==> config.mk <==
export PLATFORM = sky130hd
export DESIGN_NAME = bit32_div_seq
export DESIGN_NICKNAME = d
export VERILOG_FILES = /design/src/rtl/bit32_div_pkg.sv /design/src/rtl/bit32_div_step.sv /design/src/rtl/bit32_div_seq.sv
export SDC_FILE = /design/constraint.sdc
export NUM_CORES = 1
export LEC_CHECK = 0
export CORE_MARGIN = 2
export CORE_UTILIZATION = 56
export DETAILED_ROUTE_END_ITERATION = 10
export PLACE_DENSITY = 0.85
export SYNTH_ARGS = -nofsm -noshare
export SYNTH_HDL_FRONTEND = slang
export SYNTH_HIERARCHICAL = 1
export SYNTH_SLANG_ARGS = --single-unit
export TNS_END_PERCENT = 20
==> constraint.sdc <==
create_clock -name clk -period 6.2 [get_ports clk]
set_input_delay 0.93 -clock clk [delete_from_list [all_inputs] [get_ports clk]]
set_output_delay 0.93 -clock clk [all_outputs]
set_load 0.005 [all_outputs]
==> src/rtl/bit32_div_pkg.sv <==
// Shared types, constants and the 4-bit ripple block for the sequential 32-bit divider.
package bit32_div_pkg;

  localparam int unsigned WIDTH = 32;
  localparam int unsigned CNT_W = 5;
  localparam logic [WIDTH-1:0] DIV0_QUOTIENT = 32'hFFFF_FFFF;

  typedef enum logic [1:0] {
    StIdle = 2'd0,
    StCalc = 2'd1,
    StDone = 2'd2
  } state_e;

  // 4-bit ripple-carry add; returns {carry_out, sum}
  function automatic logic [4:0] rca4(input logic [3:0] a, input logic [3:0] b, input logic cin);
    logic [3:0] s;
    logic       c;
    c = cin;
    for (int i = 0; i < 4; i++) begin
      s[i] = a[i] ^ b[i] ^ c;
      c    = (a[i] & b[i]) | (a[i] & c) | (b[i] & c);
    end
    return {c, s};
  endfunction

endpackage

==> src/rtl/bit32_div_step.sv <==
// One restoring-division step: shift in the next dividend bit, trial-subtract the divisor
// through a carry-select chain of 4-bit ripple blocks, keep the difference if it is non-negative.
module bit32_div_step
  import bit32_div_pkg::*;
(
  input  logic [WIDTH-1:0] rem,
  input  logic             in_bit,
  input  logic [WIDTH-1:0] divisor,
  output logic [WIDTH-1:0] rem_next,
  output logic             q_bit
);

  localparam int unsigned NBLK = WIDTH / 4;

  logic [WIDTH-1:0] shifted;
  logic [WIDTH-1:0] divisor_n;
  logic [WIDTH-1:0] diff;
  logic [NBLK:0]    carry;

  assign shifted   = {rem[WIDTH-2:0], in_bit};
  assign divisor_n = ~divisor;
  // Subtraction as shifted + ~divisor + 1
  assign carry[0]  = 1'b1;

  for (genvar i = 0; i < NBLK; i++) begin : g_blk
    if (i == 0) begin : g_first
      logic [4:0] s;
      assign s           = rca4(shifted[3:0], divisor_n[3:0], 1'b1);
      assign diff[3:0]   = s[3:0];
      assign carry[1]    = s[4];
    end else begin : g_sel
      logic [4:0] s0;
      logic [4:0] s1;
      assign s0              = rca4(shifted[4*i +: 4], divisor_n[4*i +: 4], 1'b0);
      assign s1              = rca4(shifted[4*i +: 4], divisor_n[4*i +: 4], 1'b1);
      assign diff[4*i +: 4]  = carry[i] ? s1[3:0] : s0[3:0];
      assign carry[i+1]      = carry[i] ? s1[4] : s0[4];
    end
  end

  // The bit shifted out of the remainder makes the shifted value 33 bits wide; if it is set the
  // trial always succeeds even though the 32-bit adder reports no carry.
  assign q_bit    = rem[WIDTH-1] | carry[NBLK];
  assign rem_next = q_bit ? diff : shifted;

endmodule

==> src/rtl/bit32_div_seq.sv <==
// Sequential 32-bit restoring divider (DIV/REM unit), one quotient bit per clock.
// Define BIT32_DIV_SIGNED_EN for two's-complement operands (truncating division); otherwise
// operands are unsigned.
module bit32_div_seq
  import bit32_div_pkg::*;
(
  input  logic             clk,
  input  logic             rst_n,
  input  logic             in_valid,
  output logic             in_ready,
  input  logic [WIDTH-1:0] dividend,
  input  logic [WIDTH-1:0] divisor,
  output logic             out_valid,
  input  logic             out_ready,
  output logic [WIDTH-1:0] quotient,
  output logic [WIDTH-1:0] remainder,
  output logic             div_by_zero
);

  // Magnitude of an operand; identity in the unsigned build
  function automatic logic [WIDTH-1:0] mag(input logic [WIDTH-1:0] x);
`ifdef BIT32_DIV_SIGNED_EN
    return x[WIDTH-1] ? (~x + 1'b1) : x;
`else
    return x;
`endif
  endfunction

  state_e           state_q, state_d;
  logic [CNT_W-1:0] count_q, count_d;
  logic [WIDTH-1:0] rem_q, rem_d;
  logic [WIDTH-1:0] quo_q, quo_d;
  logic [WIDTH-1:0] dvsr_q, dvsr_d;
  logic [WIDTH-1:0] dend_q, dend_d;
  logic             div0_q, div0_d;
  logic [WIDTH-1:0] quotient_q, quotient_d;
  logic [WIDTH-1:0] remainder_q, remainder_d;
  logic             dbz_q, dbz_d;
`ifdef BIT32_DIV_SIGNED_EN
  logic             neg_quo_q, neg_quo_d;
  logic             neg_rem_q, neg_rem_d;
`endif

  logic [WIDTH-1:0] step_rem;
  logic             step_qbit;
  logic [WIDTH-1:0] quo_final;

  bit32_div_step u_step (
    .rem      (rem_q),
    .in_bit   (quo_q[WIDTH-1]),
    .divisor  (dvsr_q),
    .rem_next (step_rem),
    .q_bit    (step_qbit)
  );

  assign quo_final = {quo_q[WIDTH-2:0], step_qbit};

  // Next-state, datapath and result capture
  always_comb begin
    state_d     = state_q;
    count_d     = count_q;
    rem_d       = rem_q;
    quo_d       = quo_q;
    dvsr_d      = dvsr_q;
    dend_d      = dend_q;
    div0_d      = div0_q;
    quotient_d  = quotient_q;
    remainder_d = remainder_q;
    dbz_d       = dbz_q;
`ifdef BIT32_DIV_SIGNED_EN
    neg_quo_d   = neg_quo_q;
    neg_rem_d   = neg_rem_q;
`endif
    unique case (state_q)
      StIdle: begin
        if (in_valid) begin
          dend_d  = dividend;
          dvsr_d  = mag(divisor);
          rem_d   = '0;
          quo_d   = mag(dividend);
          count_d = '0;
          div0_d  = (divisor == '0);
`ifdef BIT32_DIV_SIGNED_EN
          neg_quo_d = dividend[WIDTH-1] ^ divisor[WIDTH-1];
          neg_rem_d = dividend[WIDTH-1];
`endif
          state_d = StCalc;
        end
      end
      StCalc: begin
        if (div0_q) begin
          // Divide by zero resolves after a single cycle in CALC
          quotient_d  = DIV0_QUOTIENT;
          remainder_d = dend_q;
          dbz_d       = 1'b1;
          state_d     = StDone;
        end else begin
          rem_d   = step_rem;
          quo_d   = quo_final;
          count_d = count_q + 1'b1;
          if (count_q == CNT_W'(WIDTH - 1)) begin
`ifdef BIT32_DIV_SIGNED_EN
            quotient_d  = neg_quo_q ? (~quo_final + 1'b1) : quo_final;
            remainder_d = neg_rem_q ? (~step_rem + 1'b1) : step_rem;
`else
            quotient_d  = quo_final;
            remainder_d = step_rem;
`endif
            dbz_d   = 1'b0;
            state_d = StDone;
          end
        end
      end
      StDone: begin
        if (out_ready) begin
          state_d = StIdle;
        end
      end
      default: state_d = StIdle;
    endcase
  end

  // State and datapath registers; reset discards any operation in flight
  always_ff @(posedge clk or negedge rst_n) begin
    if (!rst_n) begin
      state_q     <= StIdle;
      count_q     <= '0;
      rem_q       <= '0;
      quo_q       <= '0;
      dvsr_q      <= '0;
      dend_q      <= '0;
      div0_q      <= 1'b0;
      quotient_q  <= '0;
      remainder_q <= '0;
      dbz_q       <= 1'b0;
`ifdef BIT32_DIV_SIGNED_EN
      neg_quo_q   <= 1'b0;
      neg_rem_q   <= 1'b0;
`endif
    end else begin
      state_q     <= state_d;
      count_q     <= count_d;
      rem_q       <= rem_d;
      quo_q       <= quo_d;
      dvsr_q      <= dvsr_d;
      dend_q      <= dend_d;
      div0_q      <= div0_d;
      quotient_q  <= quotient_d;
      remainder_q <= remainder_d;
      dbz_q       <= dbz_d;
`ifdef BIT32_DIV_SIGNED_EN
      neg_quo_q   <= neg_quo_d;
      neg_rem_q   <= neg_rem_d;
`endif
    end
  end

  assign in_ready    = (state_q == StIdle);
  assign out_valid   = (state_q == StDone);
  assign quotient    = quotient_q;
  assign remainder   = remainder_q;
  assign div_by_zero = dbz_q;

endmodule
[Yosys cells after proc, flatten, opt, wreduce, memory -nomap -nowiden]
Index checks and enable logic that the tools add are counted.
Storage, ports and cells
  register bits: 201
  bits of input ports: 68
  output and inout bits: 67
  word-level logic and storage cells: 376
Cells by class
  add/sub/neg operators: 1
  equal/unequal tests: 7
  mux-type cells: 35
  bitwise gates (word level): 315
  reductions and logical operators: 8
Operator list (number)
  32-bit two-way mux: 9
  32-bit one-hot mux with 2 select lines: 2
  1-bit bitwise AND: 122
  1-bit OR: 107
  1-bit bitwise XOR: 77
  32-bit zero test: 1
  32-bit NOT: 1
  4-bit two-way mux: 7
  5-bit two-way mux: 2
  5-bit one-hot mux with 2 select lines: 1
  1-bit two-way mux: 9
  2-bit two-way mux: 4
  1-bit NOT: 8
  2-bit one-hot mux with 3 select lines: 1
  3-bit AND reduction: 2
  5-bit by 1-bit adder with 5-bit output (second input constant): 1
  5-bit == test (second input constant): 1
  2-bit inequality test (second input constant): 2
  2-bit AND reduction: 2
  2-bit nonzero test: 2
  3-bit inequality test (second input constant): 1
  2-bit by 1-bit == test with 1-bit output (second input constant): 1
  2-bit == test (second input constant): 1
  2-bit zero test: 1
  2-bit by 1-bit inequality test with 1-bit output (second input constant): 1

[Longest topological paths before layout]
Gate-level depths: netlist of the first run.
  word-level depth: 24
  gate-level depth with buffers: 20
  gate-level depth less buffers: 18

[Hierarchy]
Netlist of the first run, hierarchy kept.
By module, submodules not included
  bit32_div_seq: times used 1, cells an instance 858, area an instance 8353.0 µm², sequential area each 5029.8 µm²
  bit32_div_step: times used 1, cells an instance 289, area an instance 2267.2 µm², sequential area each 0.0 µm²

[Least setup slack after synthesis of the first run]
OpenSTA, ideal clock, no wires.
  path kind: flip-flop to flip-flop
  start point: register dvsr_q[0]
  end point: register rem_q[14]
  library setup time: 0.121 ns
  arrival: 4.655 ns
  required time: 6.079 ns
  slack: 1.424 ns
  cell stages (with the launch flop): 19
  path buffers: 2
  clock period less this slack: 4.776 ns
  path through: dfrtp_1 > ha_1 > fa_1 > fa_1 > fa_1 > nand2b_4 > and4_4 > or3_1 > a221o_1 > a21bo_2 > a21boi_4 > nor3_2 > o41ai_4 > o21a_1 > buf_6 > inv_6 > buf_12 > mux2_4 > a22o_1
Between the ends
  cells in the longest elaborated chain, start to end: 24
  elaborated cells between the ends (all ways): 28
  classes of those cells: mux: 11; bitwise: 17
RTL lines
  start, declared: line bit32_div_seq.sv:33  | logic [WIDTH-1:0] dvsr_q, dvsr_d;
  start signal, assigned: line bit32_div_seq.sv:145  | dvsr_q <= dvsr_d;
  32-bit NOT (*): line bit32_div_step.sv:21  | assign divisor_n = ~divisor;
  1-bit bitwise AND: line bit32_div_pkg.sv:21  | c = (a[i] & b[i]) | (a[i] & c) | (b[i] & c);
  1-bit OR: line bit32_div_pkg.sv:21
  1-bit OR (*): line bit32_div_pkg.sv:21
  1-bit bitwise AND: line bit32_div_pkg.sv:21
  1-bit OR: line bit32_div_pkg.sv:21
  1-bit OR (*): line bit32_div_pkg.sv:21
  1-bit bitwise AND: line bit32_div_pkg.sv:21
  [... 4 more ...]
  1-bit OR (*): line bit32_div_pkg.sv:21
  1-bit two-way mux (*) (2 in a row): line bit32_div_step.sv:37  | assign carry[i+1] = carry[i] ? s1[4] : s0[4];
  1-bit two-way mux (5 in a row): line bit32_div_step.sv:37
  1-bit OR: line bit32_div_step.sv:43  | assign q_bit = rem[WIDTH-1] | carry[NBLK];
  32-bit two-way mux (*): line bit32_div_step.sv:44  | assign rem_next = q_bit ? diff : shifted;
  named net step_rem[14]: line bit32_div_seq.sv:44  | logic [WIDTH-1:0] step_rem;
  32-bit two-way mux (*): line bit32_div_seq.sv:91  | if (div0_q) begin
  32-bit one-hot mux with 2 select lines (*): line bit32_div_seq.sv:74  | unique case (state_q)
  end signal, assigned: line bit32_div_seq.sv:143  | rem_q <= rem_d;
  end, declared: line bit32_div_seq.sv:31  | logic [WIDTH-1:0] rem_q, rem_d;
Mark *: on every way through the listed nets, which the timed path passes. The rest lies on a longest branch. The select of a mux whose other input is x is not followed.
A chain may end at the register's enable or synchronous reset.

[Worst setup path after layout of the first run]
  start point: register quo_q[31]
  end point: register remainder_q[2] (netlist: remainder[2])
Between the ends
  cells in the longest elaborated chain, start to end: 23
  elaborated cells between the ends (all ways): 27
  classes of those cells: mux: 10; bitwise: 17
RTL lines
  start, declared: line bit32_div_seq.sv:32  | logic [WIDTH-1:0] quo_q, quo_d;
  start signal, assigned: line bit32_div_seq.sv:144  | quo_q <= quo_d;
  1-bit bitwise AND: line bit32_div_pkg.sv:21
  1-bit OR (*) (2 in a row): line bit32_div_pkg.sv:21
  1-bit bitwise AND: line bit32_div_pkg.sv:21
  1-bit OR: line bit32_div_pkg.sv:21
  1-bit OR (*): line bit32_div_pkg.sv:21
  1-bit bitwise AND: line bit32_div_pkg.sv:21
  1-bit OR (2 in a row): line bit32_div_pkg.sv:21
  1-bit bitwise AND: line bit32_div_pkg.sv:21
  1-bit OR (2 in a row): line bit32_div_pkg.sv:21
  1-bit two-way mux (7 in a row): line bit32_div_step.sv:37
  1-bit OR: line bit32_div_step.sv:43
  32-bit two-way mux (*): line bit32_div_step.sv:44
  named net step_rem[2]: line bit32_div_seq.sv:44
  32-bit two-way mux (*): line bit32_div_seq.sv:101  | if (count_q == CNT_W'(WIDTH - 1)) begin
  32-bit two-way mux (*): line bit32_div_seq.sv:91
  end signal, assigned: line bit32_div_seq.sv:149  | remainder_q <= remainder_d;
  end, declared: line bit32_div_seq.sv:37  | logic [WIDTH-1:0] remainder_q, remainder_d;
Marks and branches as above.

==> key figures, run 1 <==
Outcome
  • Outcome: finished clean

Clock tree
  • CTS tree: built
  • Root Driver: clkbuf_16
  • Post-CTS resize count: 0
  • Clock transition time at the flip-flop clock pins of the worst setup and hold paths: 0.06 ns
  • Hold-fix buffers, CTS: 0
  • Worst-Skew Late Latency: just over 0.5 ns
  • Max Root-Sink Buffers: 3
  • Post-CTS Setup Inserts: 0
  • Htree depth: 1
  • Sink Count: between 200 and 250
  • Total CTS buffers: 22

Global route
  • Largest net degree at the start of global routing: 99
  • Initial antenna violation count: 0
  • All-Layer GR Usage: 0.2789
  • Vias in the first global route: 8,799
  • First-pass GRT wire length: 45,070 µm
  • Grt total ovfl: 0

Floorplan
  • Die Ht: approximately 140 µm
  • Initial Util: 0.5697
  • Die width: 141.7 µm
  • Die ar.: between 20,000 and 25,000 µm²
  • Num ports: approximately 140
  • Core footprint: 18,640 µm²
  • Row cnt: 50

STA
  • Clock skew: ~0.0078 ns
  • Max Freq: 189.3 MHz
  • Tcrit/Tclk final: 0.8521
  • Slew Limit Fails: 0
  • Crit path time final: 5.283 ns
  • Min setup slack post-route: approximately 0.92 ns
  • Worst-margin pin slew: 1.010 ns
  • Setup violations, final: 0
  • RSZ-0062 raised after global routing: no
  • Setup tns final: 0 ns
  • Slew HR: 0.3270
  • Final Hold Fails: 0

Cells and area
  • Non-Filler Instances: 1,493
  • # diodes: 0
  • Fill cells: 1,408
  • Layout cells sized above 1: 0.06910
  • Fin area: 12,700 µm²
  • Area Growth Syn to Fin: 19.57%
  • Register Area: 5031 µm²
  • Footprint of the multi-input gates: 5051 µm²
  • NumNets Final: ~1,400

Synth
  • Synthesized Nets: about 1,300
  • Main synth FF type: dfrtp_1
  • Post-synth top area share: 0.4736
  • Synth area leader: dfrtp_1
  • Adder-Cell Fraction of Synth Area: 0.05042
  • Register area share after synthesis: 0.4736
  • Distinct cells, synth: 63
  • Post-synthesis compound-gate area fraction: 0.1576
  • Yosys warns: 6
  • Post-synth EDFFs: 0
  • Synth area leaders: dfrtp_1, nand2_1, o21ai_0
  • Largest family of logic cells by synthesized area: simple AND/OR/NAND/NOR gates
  • Mapped Cells: 1,147
  • Post-synthesis cell area: between 10,000 and 15,000 µm²
  • #FFs+latches synth: approximately 200
  • XOR/XNOR Fraction of Synth Area: 0.01979
  • Mux cell area share after synthesis: 0.06939
  • Ys async rst share: 1.000
  • Post-synth top cells: nand2_1, dfrtp_1, o21ai_0, nor2_1
  • Syn Area/Cell: 9.259 µm²
  • Count leader, synth: nand2_1
  • Simple-gate portion of the synthesized area: 0.1747

Critical path
  • Crit path top cell by count: fa_1
  • Crit end category: register
  • Critical Path Stages: 18
  • Crit path max-delay family: compound AO/OA/AOI/OAI gates
  • Crit path DAT: 5.70 ns
  • Crit start category: register
  • CP max-delay cell: fa_1
  • Critical Path RT: 6.62 ns
  • Max incr delay on CP: around 0.43 ns
  • Crit-path cells: inv_1, ha_1, fa_1, fa_1, fa_1, nand2b_4, and4_4, or3_1, a221o_1, a21boi_2, nor3_4, o211a_1, o41ai_4, o21a_1, buf_4, mux2i_1, mux2i_1, o21ai_0
  • Reg2reg path depth: 18
  • CP Max Fanout: 8
  • WP buf/inv: 2
  • Crit path kind: register to register

Flow run
  • Max Cap Viol: 0

Routing
  • Avg Vias per Cell: approximately 6
  • DRC viols: 0
  • Number of routed nets with antenna violations: 0
  • Drt first pass iters: 5
  • Drt total wl: about 27,000 µm
  • Wire length per cell: 18.37 µm
  • Initial DRC count: 696
  • DR vias: 8,944

Place
  • Final HPWL DP: 17,860 µm
  • RePlAce Congestion: 0.8686
  • # port buffers: 134
  • Pre-CTS setup slack: between 1 and 1.5 ns
  • Placed cell area: 12,000 µm²
  • Placed cells: 1,455

Worst hold path
  • WHS Path Cells: 2
  • Hold crit path type: register to register

Pwr
  • Cell Pwr Density: 684.5 nW/µm²
  • Pleak: just under 0.006 µW
  • VDD IR max: 0.3563 mV
final timing paths:
path	slack, ns	to	start
min	0.47	dvsr_q[26]	dvsr_q[26]
max in group asynchronous	4.44	quo_q[18]	rst_n
max	0.92	remainder[2]	quo_q[31]
min in group asynchronous	0.50	dvsr_q[27]	rst_n
min reg2reg	0.47	dvsr_q[26]	dvsr_q[26]
max reg2reg	0.92	remainder[2]	quo_q[31]
worst register-to-register path: stages, from the launching register on:
cell and delay (ns):
dfrtp_1 0.35, inv_1 0.07, ha_1 0.19, fa_1 0.40, fa_1 0.42, fa_1 0.43, nand2b_4 0.17, and4_4 0.18
or3_1 0.34, a221o_1 0.43, a21boi_2 0.29, nor3_4 0.09, o211a_1 0.27, o41ai_4 0.38, o21a_1 0.26, buf_4 0.22
mux2i_1 0.37, mux2i_1 0.14, o21ai_0 0.19
cell type report:
| class | instances | area share |
|---|---|---|
| multi-input cells | 824 | 0.3978 |
| flip-flops and latches | 201 | 0.3962 |
| repair buffers | 145 | 0.1124 |
| clock buffers | 31 | 0.05005 |
| well taps | 234 | 0.02306 |
| inverters | 51 | 0.01547 |
| clock inverters | 7 | 0.005025 |
layer usage:
layer / track usage / share of wire
met5: 0 / 0
met4: 0.1074 / 0.036
met3: 0.03307 / 0.062
met2: 0.4568 / 0.49
met1: 0.3839 / 0.41
kinds of logic (layout without fill, tap and decap cells):
kind of cell	after synthesis	after routing
muxes	67	67
DFF	201	201
xor gates and xnor gates	24	24
adders and majority gates	41	41
AOI/OAI and AO/OA	268	268
buffers and inverters	122	234
and+or+nand+nor	424	424
metrics by stage:
| step | total power [µW] | hold slack [ns] | utilization |
|---|---|---|---|
| after floorplan | 6025 | 0.4445 | - |
| final | 8692 | 0.4726 | 0.6811 |
| after global routing | 9333 | 0.4948 | 0.6811 |
| after global placement | 7078 | 0.4596 | 0.6436 |
| after detailed placement | 7297 | 0.4621 | 0.6436 |
| after CTS | 8669 | 0.4765 | 0.6811 |
where the power goes:
part	leakage, µW	total [µW]	switching, µW	internal (µW)
logic	0.00297	4920	2460	2460
registers	0.00248	2490	520	1970
clock network	0.000349	1280	528	754
state kept, by name, indices dropped and copies added, names as in the netlist, 2 cells and up:
signal,count
count_q,5
quotient,32
state_q,2
rem_q,32
dend_q,32
quo_q,32
dvsr_q,32
remainder,32
layout by cell type, fill, tap and decap left out, types with 6 or more instances in the layout:
cell type,count
a21o_1,6
a21oi_1,19
a22o_1,36
a31oi_1,34
buf_4,11
clkbuf_16,23
clkdlybuf4s50_1,133
dfrtp_1,200
ha_1,38
inv_1,50
mux2_4,12
mux2i_1,50
nand2_1,268
nand2b_1,17
nor2_1,49
nor3_1,37
nor4_1,8
o21ai_0,136
o31ai_1,10
or3_1,7
xnor2_1,13
xor2_1,11
Power figures use the tool's default switching activity.
==> run 2: changes to the inputs <==
--- a/config.mk
+++ b/config.mk
@@ -6,9 +6,9 @@
 export NUM_CORES = 1
 export LEC_CHECK = 0
 export CORE_MARGIN = 2
-export CORE_UTILIZATION = 56
+export CORE_UTILIZATION = 35
 export DETAILED_ROUTE_END_ITERATION = 10
-export PLACE_DENSITY = 0.85
+export PLACE_DENSITY = 0.59
 export SYNTH_ARGS = -nofsm -noshare
 export SYNTH_HDL_FRONTEND = slang
 export SYNTH_HIERARCHICAL = 1
==> constraint.sdc (replaced) <==
create_clock -name clk -period 5.3 [get_ports clk]
set_input_delay 0.795 -clock clk [delete_from_list [all_inputs] [get_ports clk]]
set_output_delay 0.795 -clock clk [all_outputs]
set_load 0.005 [all_outputs]
==> key figures, run 2 (synthesized netlist as in run 1, its figures left out) <==
Floorplan
  • Die width: 178.2 µm
  • Num ports: 135
  • Row cnt: 63
  • Core footprint: 29,800 µm²
  • Die Ht: 178.2 µm
  • Die ar.: roughly 32,000 µm²
  • Initial Util: 0.3564

Clock tree
  • Htree depth: 1
  • Root Driver: clkbuf_16
  • Post-CTS resize count: 0
  • Sink Count: 201
  • Max Root-Sink Buffers: 3
  • Total CTS buffers: 23
  • Hold-fix buffers, CTS: 0
  • Post-CTS Setup Inserts: 0
  • Clock transition time at the flip-flop clock pins of the worst setup and hold paths: 0.06 ns
  • CTS tree: built
  • Worst-Skew Late Latency: 0.52 ns

Global route
  • All-Layer GR Usage: 0.1856
  • First-pass GRT wire length: 46,800 µm
  • Grt total ovfl: 0
  • Vias in the first global route: approximately 8,600
  • Initial antenna violation count: 1
  • Largest net degree at the start of global routing: 102

Critical path
  • Crit path from: quo_q[31]
  • Crit path top cell by count: fa_1
  • Crit end category: register
  • Max incr delay on CP: 0.44 ns
  • Crit path DAT: 5.44 ns
  • Crit start category: register
  • FF-to-FF Start: quo_q[31]
  • Crit-path cells: inv_1, ha_1, fa_1, fa_1, fa_1, nand2b_4, and4_4, or3_1, a221o_1, and3_4, nor3_4, o211a_1, o41ai_4, o21a_1, inv_6, mux2_2, mux2i_1, o21ai_0
  • CP Max Fanout: 25
  • Crit path kind: register to register
  • CP max-delay cell: a221o_1
  • Critical Path RT: 5.68 ns

Flow run
  • Max Cap Viol: 0

Cells and area
  • Layout cells sized above 1: 0.07137
  • Util after Layout: 0.4356
  • Commonest cells after routing, fill and taps aside: nand2_1, dfrtp_1, o21ai_0
  • Non-Filler Instances: 1,652
  • Commonest non-fill, non-tap cell in the layout: nand2_1
  • NumNets Final: 1,356
  • Area Growth Syn to Fin: 22.22%

Routing
  • DRC viols: 0
  • Avg Vias per Cell: about 5.2
  • Number of routed nets with antenna violations: 0
  • Initial DRC count: between 500 and 600
  • DR vias: 8,639
  • Wire length per cell: roughly 18 µm
  • Drt total wl: 29,630 µm
  • Drt first pass iters: 4

STA
  • RSZ-0062 raised after global routing: no
  • Final Hold Fails: 0
  • Clock skew: 0.02036 ns
  • Slew Limit Fails: 0
  • Slew HR: 0.3558
  • Max Freq: 197.5 MHz
  • Hold Slack: 0.3878 ns
  • Tcrit/Tclk final: 0.9552
  • Setup tns final: 0 ns
  • Crit path time final: slightly above 5 ns
  • Setup violations, final: 0
  • Worst-margin pin slew: roughly 0.97 ns

Place
  • Placed cells: 1,612
  • # port buffers: between 100 and 150
  • RePlAce Congestion: 0.7925
  • Final HPWL DP: about 19,000 µm

Pwr
  • Pleak: 0.005840 µW
  • Cell Pwr Density: 787.8 nW/µm²
  • VDD IR max: roughly 0.38 mV

Outcome
  • Outcome: finished clean

Worst hold path
  • Hold crit path type: input port to async pin
## run 2: worst max-delay path: cells and delay by family (launching register included)
| family | cells | cell delay (ns) |
|---|---|---|
| buffers and inverters | 2 | 0.36 |
| DFF | 1 | 0.36 |
| AOI/OAI and AO/OA | 5 | 1.08 |
| muxes | 2 | 0.51 |
| and+or+nand+nor | 5 | 1.17 |
| adders and majority gates | 4 | 1.42 |
## run 2: worst paths after layout
path | end | depth (start not counted) | slack, ns
max | remainder[6] | 18 | 0.24
min | dvsr_q[25] | 1 | 0.39
max reg2reg | remainder[6] | 18 | 0.24
min reg2reg | dend_q[30] | 2 | 0.48
max in group asynchronous | quo_q[22] | 2 | 3.85
min in group clk | dend_q[30] | 2 | 0.48
## run 2: cell type report
type	instances	area, µm²
antenna	1	2.502
clock inverter	5	78.83
sequential	201	5034
multi-input combinational	824	5056
tap	390	488.0
fill	2919	16820
timing repair buffer	146	1448
inverter	51	196.4
clock buffer	34	676.9
## run 2: routing by layer
layer	routed length, µm	GRT usage
met2	13860	0.3038
met5	0	0
met1	13940	0.2632
met3	1309	0.02366
met4	519	0.04065
## run 2: stage by stage
step / area, µm² / setup slack [ns] / power (µW)
2_1_floorplan: 10620 / 0.5241 / 7048
3_3_place_gp: 12220 / 0.4170 / 8466
3_5_place_dp: 12220 / 0.3020 / 8582
4_1_cts: 12970 / 0.2652 / 10260
5_1_grt: 12980 / 0.02952 / 11070
6_report: 12980 / 0.2374 / 10230
## run 2: power by group
part           switching (µW)  leakage [µW]  total [µW]  internal, µW
logic                    2820       0.00298        5710          2890
clock network             644      0.000373        1620           975
registers                 584       0.00248        2890          2310
